### src/rtl/ifid_hazard_ctrl.sv
// Front-end sequencer for the PC and the IF/ID register: decides each cycle whether fetch
// advances, stalls on a load-use hazard or fetch wait, or is flushed after an EX redirect.
module ifid_hazard_ctrl #(
    parameter int unsigned FLUSH_CYCLES = 2,
    parameter int unsigned IMEM_TIMEOUT = 15,
    parameter int unsigned CNT_W        = 16
) (
    input  logic             i_clk,
    input  logic             i_rst_n,
    input  logic [4:0]       i_id_rs1,
    input  logic [4:0]       i_id_rs2,
    input  logic             i_id_uses_rs1,
    input  logic             i_id_uses_rs2,
    input  logic [4:0]       i_ex_rd,
    input  logic             i_ex_mem_read,
    input  logic             i_redirect,
    input  logic             i_imem_ready,
    output logic             o_pc_en,
    output logic             o_ifid_en,
    output logic             o_ifid_flush,
    output logic             o_idex_bubble,
    output logic [1:0]       o_state,
    output logic [CNT_W-1:0] o_stall_count,
    output logic             o_imem_timeout
);

    localparam int unsigned FC_W = (FLUSH_CYCLES > 1) ? $clog2(FLUSH_CYCLES) : 1;
    localparam int unsigned WC_W = $clog2(IMEM_TIMEOUT + 1);

    localparam logic [FC_W-1:0] FLUSH_LOAD = FC_W'(FLUSH_CYCLES - 1);
    localparam logic [WC_W-1:0] WAIT_MAX   = WC_W'(IMEM_TIMEOUT);

    typedef enum logic [1:0] {
        StRun      = 2'd0,
        StImemWait = 2'd1,
        StFlush    = 2'd2
    } state_e;

    state_e            r_state;
    logic [FC_W-1:0]   r_flush_cnt;
    logic [WC_W-1:0]   r_wait_cnt;
    logic [CNT_W-1:0]  r_stall_cnt;
    logic              r_timeout;

    logic              w_luh;
    logic              w_rs1_hit;
    logic              w_rs2_hit;

    // x0 is hard-wired, so a load targeting it can never create a real dependency.
    assign w_rs1_hit = i_id_uses_rs1 && (i_id_rs1 == i_ex_rd);
    assign w_rs2_hit = i_id_uses_rs2 && (i_id_rs2 == i_ex_rd);
    assign w_luh     = i_ex_mem_read && (i_ex_rd != 5'd0) && (w_rs1_hit || w_rs2_hit);

    always_comb begin
        o_pc_en       = 1'b0;
        o_ifid_en     = 1'b1;
        o_ifid_flush  = 1'b1;
        o_idex_bubble = 1'b1;
        if (!i_rst_n) begin
            o_pc_en = 1'b0;
        end else if (i_redirect) begin
            o_pc_en = 1'b1;
        end else if (w_luh) begin
            o_ifid_en    = 1'b0;
            o_ifid_flush = 1'b0;
        end else begin
            o_pc_en       = i_imem_ready;
            o_idex_bubble = 1'b0;
            // During FLUSH the fetched word is always discarded, ready or not.
            o_ifid_flush  = (r_state == StFlush) ? 1'b1 : !i_imem_ready;
        end
    end

    always_ff @(posedge i_clk or negedge i_rst_n) begin
        if (!i_rst_n) begin
            r_state     <= StRun;
            r_flush_cnt <= '0;
            r_wait_cnt  <= '0;
            r_stall_cnt <= '0;
            r_timeout   <= 1'b0;
        end else begin
            if (!o_pc_en && (r_stall_cnt != '1)) begin
                r_stall_cnt <= r_stall_cnt + CNT_W'(1);
            end

            if (i_redirect) begin
                r_flush_cnt <= FLUSH_LOAD;
                r_state     <= (FLUSH_CYCLES > 1) ? StFlush : StRun;
            end else if (!w_luh) begin
                unique case (r_state)
                    StRun: begin
                        if (!i_imem_ready) begin
                            r_state    <= StImemWait;
                            r_wait_cnt <= WC_W'(1);
                            if (WAIT_MAX == WC_W'(1)) begin
                                r_timeout <= 1'b1;
                            end
                        end
                    end
                    StImemWait: begin
                        if (i_imem_ready) begin
                            r_state <= StRun;
                        end else if (r_wait_cnt < WAIT_MAX) begin
                            r_wait_cnt <= r_wait_cnt + WC_W'(1);
                            if ((r_wait_cnt + WC_W'(1)) == WAIT_MAX) begin
                                r_timeout <= 1'b1;
                            end
                        end
                    end
                    StFlush: begin
                        if (i_imem_ready) begin
                            r_flush_cnt <= r_flush_cnt - FC_W'(1);
                            if (r_flush_cnt <= FC_W'(1)) begin
                                r_state <= StRun;
                            end
                        end
                    end
                    default: r_state <= StRun;
                endcase
            end
        end
    end

    assign o_state        = r_state;
    assign o_stall_count  = r_stall_cnt;
    assign o_imem_timeout = r_timeout;

endmodule

### config.mk
export PLATFORM = sky130hd
export DESIGN_NAME = ifid_hazard_ctrl
export DESIGN_NICKNAME = d
export VERILOG_FILES = /design/src/rtl/ifid_hazard_ctrl.sv
export SDC_FILE = /design/constraint.sdc
export NUM_CORES = 1
export LEC_CHECK = 0
export ABC_AREA = 1
export BUFFER_PORTS_ARGS = -buffer_cell sky130_fd_sc_hd__clkbuf_2
export CELL_PAD_IN_SITES_DETAIL_PLACEMENT = 1
export CELL_PAD_IN_SITES_GLOBAL_PLACEMENT = 2
export CORE_AREA = 2 2 77 79
export CTS_BUF_LIST = sky130_fd_sc_hd__clkbuf_2 sky130_fd_sc_hd__clkbuf_4 sky130_fd_sc_hd__clkbuf_8
export DETAILED_ROUTE_END_ITERATION = 10
export DIE_AREA = 0 0 79 81
export GPL_TIMING_DRIVEN = 0
export PLACE_DENSITY_LB_ADDON = 0.1
export REMOVE_ABC_BUFFERS = 1
export SETUP_SLACK_MARGIN = 0.1
export SLEW_MARGIN = 10
export SYNTH_ARGS = -nofsm -noshare
export SYNTH_HDL_FRONTEND = slang
export SYNTH_SLANG_ARGS = --single-unit
export TNS_END_PERCENT = 30
### constraint.sdc
create_clock -name i_clk -period 4.05 [get_ports i_clk]
set_input_delay 0.81 -clock i_clk [delete_from_list [all_inputs] [get_ports i_clk]]
set_output_delay 0.81 -clock i_clk [all_outputs]
set_load 0.005 [all_outputs]
* Yosys cells after proc, flatten, opt, wreduce, memory -nomap -nowiden
Index checks and enable logic that the tools add are counted.
Storage, ports and cells: register bits 24, output and inout bits 23, word-level logic and storage cells 72
Operators by class: add/sub/neg operators 3, $lt $le $gt $ge 2, equal/unequal tests 14, multiplexer cells 28, bitwise operators 3, reduce and logical (&&, ||, !) cells 17
Operators with widths (number):
- two-way mux 1 bit | 17
- adder 16 x 1 -> 16 bit, second input constant | 1
- != test 16 bit, second input constant | 1
- two-way mux 2 bit | 6
- two-way mux 4 bit | 3
- AND reduction 6 bit | 2
- == test 5 bit | 2
- != test 3 bit, second input constant | 3
- != test 2 bit, second input constant | 4
- case mux 4 bit (2 select lines) | 1
- case mux 2 bit (3 select lines) | 1
- nonzero test 2 bit | 3
- logical AND 1 bit | 5
- AND reduction 5 bit | 1
- nonzero test 5 bit | 1
- adder 4 x 1 -> 4 bit, second input constant | 1
- == test 4 bit, second input constant | 1
- < comparator 4 bit, second input constant | 1
- != test 3 x 2 -> 1 bit, second input constant | 1
- inverter 1 bit | 3
- AND reduction 3 bit | 1
- == test 2 x 1 -> 1 bit, second input constant | 1
- == test 2 bit, second input constant | 1
- zero test 1 bit | 2
- other kinds (4) | 4

* Depth between registers and ports, before layout
Gate-level depths: netlist of the first run.
depth after elaboration 9, mapped depth 12

* Worst setup path before layout of the first run
No wires, ideal clock.
path type input port to output port, start in i_ex_rd[3], end out o_pc_en, arrival time 1556 ps, data required time 3240 ps, path slack 1684 ps, cell stages on the path 10, buffers on the path 1, cell sequence inv_2 nand2_1 nand2_1 nor2_1 nand3_1 nand2_2 nand3_4 nand2_8 buf_6 inv_1
On the way: cells in the longest elaborated chain, start to end 7
Ends and longest elaborated chain:
- from (decl) | RTL line 14 | input logic [4:0] i_ex_rd,
- == test 5 bit, on equally long branches | RTL line 50, 51
- logical AND 1 bit, on equally long branches | RTL line 50, 51
- logical OR 1 bit | RTL line 52 | assign w_luh = i_ex_mem_read && (i_ex_rd != 5'd0) && (w_rs1_hit || w_rs2_hit);
- logical AND 1 bit (*) | RTL line 52
- two-way mux 1 bit (*) | RTL line 63 | end else if (w_luh) begin
- two-way mux 1 bit (*) | RTL line 61 | end else if (i_redirect) begin
- two-way mux 1 bit (*) | RTL line 59 | if (!i_rst_n) begin
- to (decl) | RTL line 18 | output logic o_pc_en,
Mark *: on every way between the ends. The rest lies on a longest branch, timed or not.

* Final worst setup path of the first run
start in i_rst_n, end out o_pc_en
On the way: cells in the longest elaborated chain, start to end 1
Ends and longest elaborated chain:
- from (decl) | RTL line 9 | input logic i_rst_n,
- two-way mux 1 bit | RTL line 59
No other way between the ends.

==> impl_results.rst, run 1 <==
.. list-table::
   :header-rows: 1

   * - Metric
     - Value
   * - Endpoint class of the critical path
     - output port
   * - Fin crit period
     - approximately 2.9 ns
   * - Detailed placement HPWL
     - about 3.3 mm
   * - Highest metal used
     - met4
   * - Relative slew slack
     - 53.4%
   * - Largest net degree at the start of global routing
     - 29
   * - Antenna violations before repair
     - 0
   * - DRC violation count after routing
     - 0
   * - Clock Sink Count
     - 23
   * - Number of design-rule violations left by the first detailed-router iteration
     - 35
   * - Leakage power figure
     - between 1 and 1.5 nW
   * - Later-pin clock latency in the skew report
     - between 0.2 and 0.3 ns
   * - Final weighted congestion in routability-driven placement
     - about 0.74
   * - Worst hold slack after final layout
     - between 0.4 and 0.5 ns
   * - Sw Ratio
     - approximately 34%
   * - Proportion of power drawn by flip-flops and latches
     - approximately 50%
   * - Setup slack, reg-to-reg
     - ~2.3 ns
   * - Wire length of the first global-routing pass
     - approximately 7.3 mm
   * - Status
     - finished clean
   * - Number of enable flip-flop cells after synthesis
     - 0
   * - Internal power
     - about 0.4 mW
   * - Clock-pin slew of the registers on the worst-case setup and hold paths
     - 0.09 ns
   * - Worst Max-Slew Pin Slew
     - ~0.70 ns
   * - # resized after CTS
     - 0
   * - Most frequent cells after synthesis
     - sky130_fd_sc_hd__nand2_1 (97), sky130_fd_sc_hd__inv_1 (35), sky130_fd_sc_hd__nor2_1 (30)
   * - Inserted Clock Buffers
     - 3
   * - Die Outline Area
     - ~0.0064 sq mm
   * - Number of rows in the core area
     - 28
   * - Max_cap viols
     - 0
   * - Power Density
     - between 300 and 400 mW/mm^2
   * - Total Wirelength
     - 4.21 mm
   * - Maximum clock skew at final layout
     - between 0.003 and 0.004 ns
   * - Post-synth ARST share
     - 100%
   * - Net Switching
     - approximately 0.20 mW
   * - Vias in the first global route
     - about 1.6k
   * - Total chip power
     - around 0.6 mW
   * - Clock Power Share
     - a little over a quarter
   * - Buffer count from post-CTS setup fixing
     - 0
   * - Setup slack at placement
     - approximately 1 ns
   * - Number of cells produced by synthesis
     - 254
   * - Ratio of cells with drive above 1 in the final layout
     - between 20% and 30%
   * - Register-to-Register Path Depth
     - 9
   * - Met1 layer wirelength in the final routing
     - between 1.5 and 2 mm
   * - Number of antenna diodes
     - 0
   * - Largest fanout on the critical path
     - 28
   * - P&R area growth vs syn
     - 20.5%
   * - Final-report hold violation count
     - 0
   * - Pins Over Slew Limit
     - 0
   * - Main flop type after synthesis
     - sky130_fd_sc_hd__dfrtp_1
   * - Longest Clk Path Bufs
     - 2
   * - Synthesis-stage register bit count
     - 23
   * - Setup Crit Path Kind
     - input port to output port
   * - Core area
     - ~0.0057 sq mm
   * - Part of the power in combinational logic
     - roughly a quarter
   * - Layout fillers
     - a little under 800
   * - Sum of negative setup slack
     - 0 ns
   * - Number of I/O pins
     - 45
   * - Proportion of synthesized chip area in sequential cells
     - a little over a third
   * - Maximum level of the CTS H-tree
     - 1
   * - # nets final
     - around 330
   * - Final WS setup
     - 1.10 ns
   * - Synth unique cells
     - 22
   * - Worst Path Required
     - roughly 3.2 ns
   * - Most common cell in the netlist
     - sky130_fd_sc_hd__nand2_1
   * - Worst Hold Path Cells
     - 1
   * - VDD IR max
     - 139 uV
   * - Hold-fix buffers at CTS
     - 0
   * - Die Ht
     - a little over 80 um
   * - First-pass iteration count of the detailed router
     - 4
   * - R2r endpoint
     - o_stall_count[8]
   * - Yosys Warn Count
     - 0
   * - Hold EP
     - o_imem_timeout
   * - Startpoint of the lowest-slack register-to-register path
     - o_stall_count[0]
   * - Critical path launch point type
     - input port
   * - Syn Area/Cell
     - approximately 6.4 sq um
   * - Cell taking the most area after synthesis
     - sky130_fd_sc_hd__dfrtp_1
   * - Peak clock frequency supported by timing
     - between 300 and 400 MHz
   * - Average routed wire per standard cell
     - around 11 um
   * - CTS tree
     - built
   * - Clock root buffer
     - sky130_fd_sc_hd__clkbuf_8
   * - Critical path arrival
     - about 2.1 ns
   * - Starting Density
     - roughly 29%
   * - Post-DR vias/cell
     - 4.45
   * - DIE WIDTH
     - 79 um
   * - Routed length on met3
     - between 150 and 200 um
   * - Endpoints failing setup
     - 0
   * - Path class of the lowest-slack min-delay path
     - register to register
   * - Total area of multi-input combinational cells
     - between 800 and 900 sq um
   * - Final period utilization
     - roughly 73%
   * - Port-buffer cells
     - 44
   * - Routed Antenna Nets
     - 0
   * - Unrepaired setup endpoints after global routing
     - false
   * - Total via count in the routed design
     - ~1.7k
   * - Synth top area cells
     - sky130_fd_sc_hd__dfrtp_1 (35%), sky130_fd_sc_hd__nand2_1 (22%), sky130_fd_sc_hd__inv_1 (8.0%)
   * - Area fraction of the dominant cell type after synthesis
     - between 30% and 40%
   * - Startpoint of the most critical hold path
     - o_imem_timeout
   * - Area of all sequential standard cells
     - around 580 sq um
   * - Met2 Wirelength
     - about 2.0 mm
   * - Mapped Area
     - around 0.0016 sq mm
   * - Combined global-route utilization of all metal layers
     - 14.1%
   * - GRT overflow
     - 0
==> logic make-up after synthesis <==
kind of cell               count (synthesis)  share of synthesized area (%)
adders and majority gates                  3                           2.29
buffers and inverters                     44                           11.2
and+or+nand+nor                          170                           45.6
xor gates and xnor gates                   5                           2.67
AOI/OAI and AO/OA                          9                           3.06
DFF                                       23                           35.1
==> worst max path at each step <==
stage                    to       start  cells past startpoint
6_report            o_pc_en     i_rst_n                      6
3_5_place_dp        o_pc_en     i_rst_n                      6
2_1_floorplan  o_ifid_flush  i_ex_rd[3]                      7
5_1_grt             o_pc_en     i_rst_n                      6
3_3_place_gp        o_pc_en     i_rst_n                      6
4_1_cts             o_pc_en     i_rst_n                      6
==> state kept, by name (all words and copies together) (netlist names) <==
signal / count
o_stall_count: 16
o_state: 2
o_imem_timeout: 1
r_wait_cnt: 4
==> layer usage <==
| metal | vias to the layer above | GRT usage [%] |
|---|---|---|
| met4 | 0 | 2.07 |
| met3 | 2 | 2.89 |
| met1 | 773 | 18.2 |
| li1 | 867 | - |
| met5 | - | 0 |
| met2 | 27 | 25.0 |
==> worst max-delay path, stage by stage <==
cell                       delay (ns)
sky130_fd_sc_hd__clkbuf_2        0.53
sky130_fd_sc_hd__inv_1           0.09
sky130_fd_sc_hd__nor2_1          0.31
sky130_fd_sc_hd__nand2_8         0.18
sky130_fd_sc_hd__inv_1           0.09
sky130_fd_sc_hd__clkbuf_2        0.11
==> power groups by stage <==
| stage | registers, mW | logic, mW | clock network, mW |
|---|---|---|---|
| after floorplan | 0.296 | 0.0860 | 0 |
| after global placement | 0.303 | 0.148 | 0 |
| after detailed placement | 0.304 | 0.151 | 0 |
| after CTS | 0.299 | 0.152 | 0.168 |
| after global routing | 0.306 | 0.175 | 0.173 |
| final | 0.298 | 0.147 | 0.157 |
==> final cells by class <==
class                   count  share of cell area [%]
repair buffers             44                    11.2
inverters                  42                    7.98
multi-input cells         187                    44.5
clock buffers               4                    2.47
well taps                  75                    4.75
flip-flops and latches     23                    29.2
==> metrics by stage <==
stage / util, % / std cells / cell area, sq um
after floorplan: - / 252 / 1610
after global placement: 33.9 / 371 / 1930
after detailed placement: 33.9 / 371 / 1930
after CTS: 34.8 / 375 / 1970
after global routing: 34.8 / 375 / 1970
final: 34.8 / 375 / 1970
==> layout by cell type (no fill, tap or decap), drive strengths merged <==
master | netlist | final
nor3 | 5 | 5
a31oi | 1 | 1
o21ai | 7 | 7
nor2 | 34 | 34
nand4 | 2 | 2
clkbuf | 0 | 48
nand3 | 28 | 28
a31o | 1 | 1
ha | 3 | 3
nand2 | 100 | 100
inv | 42 | 42
or2 | 1 | 1
xor2 | 5 | 5
dfrtp | 23 | 23
No activity file was read; power rests on OpenSTA's default activity.
==> run 2: changes to the inputs <==
CORE_AREA = 2 2 80 82   (was 2 2 77 79)
DIE_AREA = 0 0 82 84   (was 0 0 79 81)
clock period = 2.99 ns   (was 4.05 ns; I/O delays follow)
==> run 2 against run 1 <==
Compared with the run above: clock power grew 33%; critical path type unchanged; worst hold slack lost 0.15 ns; utilization shrank 2.4 points; power grew 35%.
==> impl_results.rst, run 2 (synthesis gave the netlist of run 1 again) <==
.. list-table::
   :header-rows: 1

   * - Metric
     - Value
   * - # resized after CTS
     - 0
   * - Worst Path Required
     - 2.39 ns
   * - Number of I/O pins
     - 45
   * - Hold-fix buffers at CTS
     - 0
   * - Worst hold slack after final layout
     - about 0.35 ns
   * - Die Ht
     - about 84 um
   * - Top Family by Delay on Critical Path
     - buffers and inverters
   * - Port-buffer cells
     - 44
   * - Most common library cell in the layout ignoring fill and taps
     - sky130_fd_sc_hd__nand2_1
   * - Wire length of the first global-routing pass
     - ~7 mm
   * - Path class of the lowest-slack min-delay path
     - input port to async pin
   * - Inserted Clock Buffers
     - 3
   * - Vias in the first global route
     - 1,613
   * - Clock Sink Count
     - 23
   * - Cell area after placement
     - about 0.0019 sq mm
   * - Combined global-route utilization of all metal layers
     - approximately an eighth
   * - Sum of negative setup slack
     - 0 ns
   * - Count of cell instances traversed by the critical path
     - 6
   * - Routed Antenna Nets
     - 0
   * - Relative slew slack
     - between 50% and 60%
   * - Die Outline Area
     - 0.00689 sq mm
   * - Fin crit period
     - around 2.5 ns
   * - Status
     - finished clean
   * - Critical path launch point type
     - input port
   * - Core area
     - between 0.006 and 0.007 sq mm
   * - Largest net degree at the start of global routing
     - 29
   * - Buffer count from post-CTS setup fixing
     - 0
   * - VDD IR max
     - roughly 170 uV
   * - Post-DR vias/cell
     - 4.33
   * - Number of instances in the placed design
     - around 370
   * - CTS tree
     - built
   * - Number of rows in the core area
     - 29
   * - Detailed placement HPWL
     - roughly 3.3 mm
   * - Pins Over Slew Limit
     - 0
   * - Total via count in the routed design
     - approximately 1.6k
   * - GRT overflow
     - 0
   * - DIE WIDTH
     - 82 um
   * - Worst path max stage delay
     - approximately 0.52 ns
   * - Maximum clock skew at final layout
     - 0.0109 ns
   * - Buffer and inverter count on the worst path
     - 4
   * - Maximum level of the CTS H-tree
     - 1
   * - Register-to-Register Path Depth
     - 9
   * - Number of flip-flops under the largest register name
     - 16
   * - Total non-filler cell area in the finished layout
     - 0.00198 sq mm
   * - Critical path arrival
     - about 1.9 ns
   * - Final weighted congestion in routability-driven placement
     - around 0.77
   * - Total Wirelength
     - around 4.2 mm
   * - Ratio of cells with drive above 1 in the final layout
     - 22.7%
   * - DRC violation count after routing
     - 0
   * - Number of design-rule violations left by the first detailed-router iteration
     - 37
   * - P&R area growth vs syn
     - 20.7%
   * - Final period utilization
     - between 80 and 90%
   * - Final-report hold violation count
     - 0
   * - Endpoint class of the critical path
     - output port
   * - Setup Crit Path Kind
     - input port to output port
   * - Share of the core filled with cells in the final layout
     - between 30% and 40%
   * - Worst Max-Slew Pin Slew
     - just under 0.7 ns
   * - Leakage power figure
     - between 1 and 1.5 nW
   * - Max_cap viols
     - 0
   * - Average routed wire per standard cell
     - about 11 um
   * - Clock root buffer
     - sky130_fd_sc_hd__clkbuf_8
   * - Number of antenna diodes
     - 0
   * - Clock-pin slew of the registers on the worst-case setup and hold paths
     - around 0.090 ns
   * - Final WS setup
     - slightly below 0.5 ns
   * - Final std cells w/o fill
     - 377
   * - Unrepaired setup endpoints after global routing
     - false
   * - Longest Clk Path Bufs
     - 2
   * - Endpoints failing setup
     - 0
   * - Setup slack at placement
     - slightly above 0.4 ns
   * - Top library cells by usage in the layout, fill and taps aside
     - sky130_fd_sc_hd__nand2_1 (97), sky130_fd_sc_hd__clkbuf_2 (44), sky130_fd_sc_hd__inv_1 (35)
   * - Starting Density
     - between 20% and 30%
   * - # nets final
     - roughly 330
   * - First-pass iteration count of the detailed router
     - 2
   * - Critical Path, Cell by Cell
     - clkbuf_2, inv_1, nor2_1, nand2_8, inv_1, clkbuf_2
   * - Power Density
     - ~410 mW/mm^2
   * - Critical-path cell with the highest stage delay
     - sky130_fd_sc_hd__clkbuf_2
   * - Antenna violations before repair
     - 0
   * - Largest fanout on the critical path
     - 28
   * - Later-pin clock latency in the skew report
     - about 0.27 ns
   * - Total chip power
     - approximately 0.8 mW
   * - Peak clock frequency supported by timing
     - between 400 and 500 MHz
[run 2: path summary, 6_finish.rpt]
check	startpoint	slack (ns)	end
setup / recovery	i_rst_n	0.49	o_pc_en
hold / removal	i_rst_n	0.35	o_stall_count[9]
setup reg to reg	o_stall_count[0]	1.25	o_stall_count[0]
hold reg to reg	o_imem_timeout	0.49	o_imem_timeout
max in group asynchronous	i_rst_n	2.19	o_stall_count[1]
min in group i_clk	o_imem_timeout	0.49	o_imem_timeout
[run 2: power by group]
part,leakage [nW],total (mW),internal [mW],switching [mW]
logic,0.772,0.199,0.0867,0.112
registers,0.307,0.403,0.349,0.0545
clock network,0.0262,0.209,0.104,0.105
total,1.10,0.811,0.540,0.271
[run 2: routing by layer]
layer  global-route usage (%)  share of wire, %  vias to the layer above
li1                         -                 -                      872
met1                     18.5                52                      739
met2                     20.1                43                       21
met3                     2.27               4.0                        2
met4                     3.18              0.72                        0
met5                        0                 0                        -
[run 2: cell type report]
| class | count | area (sq um) |
|---|---|---|
| repair buffers | 44 | 220 |
| fillers | 808 | 4120 |
| clock buffers | 4 | 48.8 |
| inverters | 42 | 158 |
| flip-flops and latches | 23 | 576 |
| multi-input cells | 187 | 878 |
| well taps | 77 | 96.3 |
==> run 3: changes to the inputs <==
clock period = 2.4 ns   (was 2.99 ns; I/O delays follow)
==> run 3 against run 2 <==
Compared with the run above: cell area up 0.13%; utilization about the same; clock-buffer cell count unchanged; first-iteration DRC count stayed put; combinational power up 25%; via count unchanged; critical endpoint unchanged.
==> impl_results.rst, run 3 (synthesis gave the netlist of run 1 again) <==
.. list-table::
   :header-rows: 1

   * - Metric
     - Value
   * - CP dominant cell by count
     - sky130_fd_sc_hd__inv_1
   * - Setup Crit Path Kind
     - input port to output port
   * - Total chip power
     - about 1.0 mW
   * - DIE WIDTH
     - around 80 um
   * - P&R area growth vs syn
     - 20.9%
   * - Clock root buffer
     - sky130_fd_sc_hd__clkbuf_8
   * - Largest net degree at the start of global routing
     - 29
   * - Most common library cell in the layout ignoring fill and taps
     - sky130_fd_sc_hd__nand2_1
   * - Critical path launch point type
     - input port
   * - Unrepaired setup endpoints after global routing
     - false
   * - Maximum level of the CTS H-tree
     - 1
   * - Pins Over Slew Limit
     - 0
   * - CTS tree
     - built
   * - Longest Clk Path Bufs
     - 2
   * - Total via count in the routed design
     - about 1.6k
   * - Number of antenna diodes
     - 0
   * - Post-DR vias/cell
     - between 4 and 5
   * - Number of design-rule violations left by the first detailed-router iteration
     - 37
   * - DRC violation count after routing
     - 0
   * - GRT overflow
     - 0
   * - First-pass iteration count of the detailed router
     - 2
   * - Starting Density
     - a little over a quarter
   * - Worst Max-Slew Pin Slew
     - approximately 0.38 ns
   * - Share of the core filled with cells in the final layout
     - 32.5%
   * - Total Wirelength
     - about 4.2 mm
   * - Path class of the lowest-slack min-delay path
     - input port to async pin
   * - Fin crit period
     - roughly 2.1 ns
   * - Endpoint class of the critical path
     - output port
   * - Routed Antenna Nets
     - 0
   * - Number of I/O pins
     - 45
   * - Buffer and inverter count on the worst path
     - 4
   * - Endpoints failing setup
     - 0
   * - Core area
     - approximately 0.0061 sq mm
   * - Total area of multi-input combinational cells
     - between 800 and 900 sq um
   * - Final weighted congestion in routability-driven placement
     - approximately 0.77
   * - Average routed wire per standard cell
     - roughly 11 um
   * - Final period utilization
     - a little under nine tenths
   * - Later-pin clock latency in the skew report
     - between 0.2 and 0.3 ns
   * - Die Outline Area
     - just under 0.007 sq mm
   * - Peak clock frequency supported by timing
     - roughly 480 MHz
   * - Detailed placement HPWL
     - around 3.3 mm
   * - Critical Path, Cell by Cell
     - clkbuf_4, inv_1, nor2_1, nand2_8, inv_1, clkbuf_2
   * - Hold-fix buffers at CTS
     - 0
   * - Max_cap viols
     - 0
   * - Final-report hold violation count
     - 0
   * - Clock-pin slew of the registers on the worst-case setup and hold paths
     - 0.09 ns
   * - Relative slew slack
     - approximately three quarters
   * - Buffer count from post-CTS setup fixing
     - 0
   * - Die Ht
     - between 80 and 90 um
   * - Largest fanout on the critical path
     - 28
   * - Top Family by Delay on Critical Path
     - buffers and inverters
   * - Number of flip-flops under the largest register name
     - 16
   * - Wire length of the first global-routing pass
     - a little over 7 mm
   * - Critical-path cell with the highest stage delay
     - sky130_fd_sc_hd__clkbuf_4
   * - Vias in the first global route
     - about 1.6k
   * - Clock Sink Count
     - 23
   * - Power Density
     - approximately 510 mW/mm^2
   * - Status
     - finished clean
   * - # resized after CTS
     - 1
   * - Leakage power figure
     - about 1.1 nW
   * - Top library cells by usage in the layout, fill and taps aside
     - sky130_fd_sc_hd__nand2_1 (97), sky130_fd_sc_hd__clkbuf_2 (43), sky130_fd_sc_hd__inv_1 (35)
   * - Combined global-route utilization of all metal layers
     - approximately 13%
   * - Ratio of cells with drive above 1 in the final layout
     - around 23%
   * - Inserted Clock Buffers
     - 3
   * - Antenna violations before repair
     - 0
   * - Area of all sequential standard cells
     - ~580 sq um
   * - Sum of negative setup slack
     - 0 ns
   * - Maximum clock skew at final layout
     - between 0.01 and 0.015 ns
   * - VDD IR max
     - 212 uV
   * - Worst path max stage delay
     - about 0.35 ns
   * - Final std cells w/o fill
     - between 300 and 400
   * - Layout fillers
     - a little over 800
   * - Number of rows in the core area
     - 29
   * - Critical path arrival
     - 1.59 ns
   * - Worst Path Required
     - between 1.5 and 2 ns
   * - Port-buffer cells
     - 44
   * - # nets final
     - 326
   * - Number of instances in the placed design
     - between 300 and 400
-- run 3: cell counts in the layout (fill, tap and decap cells not counted) --
Identical to the previous run, type by type.
-- run 3: where the power goes --
part	total, mW	switching [mW]	internal, mW
sequential	0.503	0.0679	0.435
combinational	0.248	0.140	0.108
clock	0.260	0.131	0.130
-- run 3: path summary, 6_finish.rpt --
check                      depth (start not counted)                to              from  slack [ns]
setup reg to reg                                   9  o_stall_count[0]  o_stall_count[0]        0.66
setup / recovery                                   6           o_pc_en           i_rst_n        0.33
min in group i_clk                                 1    o_imem_timeout    o_imem_timeout        0.49
max in group asynchronous                          1  o_stall_count[1]           i_rst_n        1.97
hold / removal                                     1  o_stall_count[9]           i_rst_n        0.14
hold reg to reg                                    1    o_imem_timeout    o_imem_timeout        0.49
-- run 3: final cells by class --
cell class / count / area share, %
multi-input combinational: 187 / 44.4
sequential: 23 / 29.1
timing repair buffer: 44 / 11.3
inverter: 42 / 7.96
tap: 77 / 4.87
clock buffer: 4 / 2.47
-- run 3: per-layer routing --
layer	up-vias	GRT usage, %	wire (um)
met3	2	2.27	165
met5	-	0	0
met4	0	3.18	30
met2	21	20.1	1800
li1	872	-	-
met1	739	18.5	2180
-- run 3: worst register-to-register path, stage by stage, from the launching register on --
cell                      delay (ns)
sky130_fd_sc_hd__dfrtp_1        0.43
sky130_fd_sc_hd__ha_1           0.22
sky130_fd_sc_hd__nand3_1        0.13
sky130_fd_sc_hd__nor2_2         0.15
sky130_fd_sc_hd__nand4_2        0.12
sky130_fd_sc_hd__nor2_1         0.14
sky130_fd_sc_hd__nand3_2        0.18
sky130_fd_sc_hd__nand2_2        0.20
sky130_fd_sc_hd__nand2_1        0.07
sky130_fd_sc_hd__nand2_1        0.05
-- run 3: metrics by stage --
stage          hold WS, ns  instance area, sq um  worst slack [ns]
2_1_floorplan        0.184                  1610             0.742
3_3_place_gp         0.473                  1930            0.0711
3_5_place_dp         0.465                  1930            0.0499
4_1_cts              0.159                  1980             0.272
5_1_grt              0.161                  1980             0.178
6_report             0.140                  1980             0.332
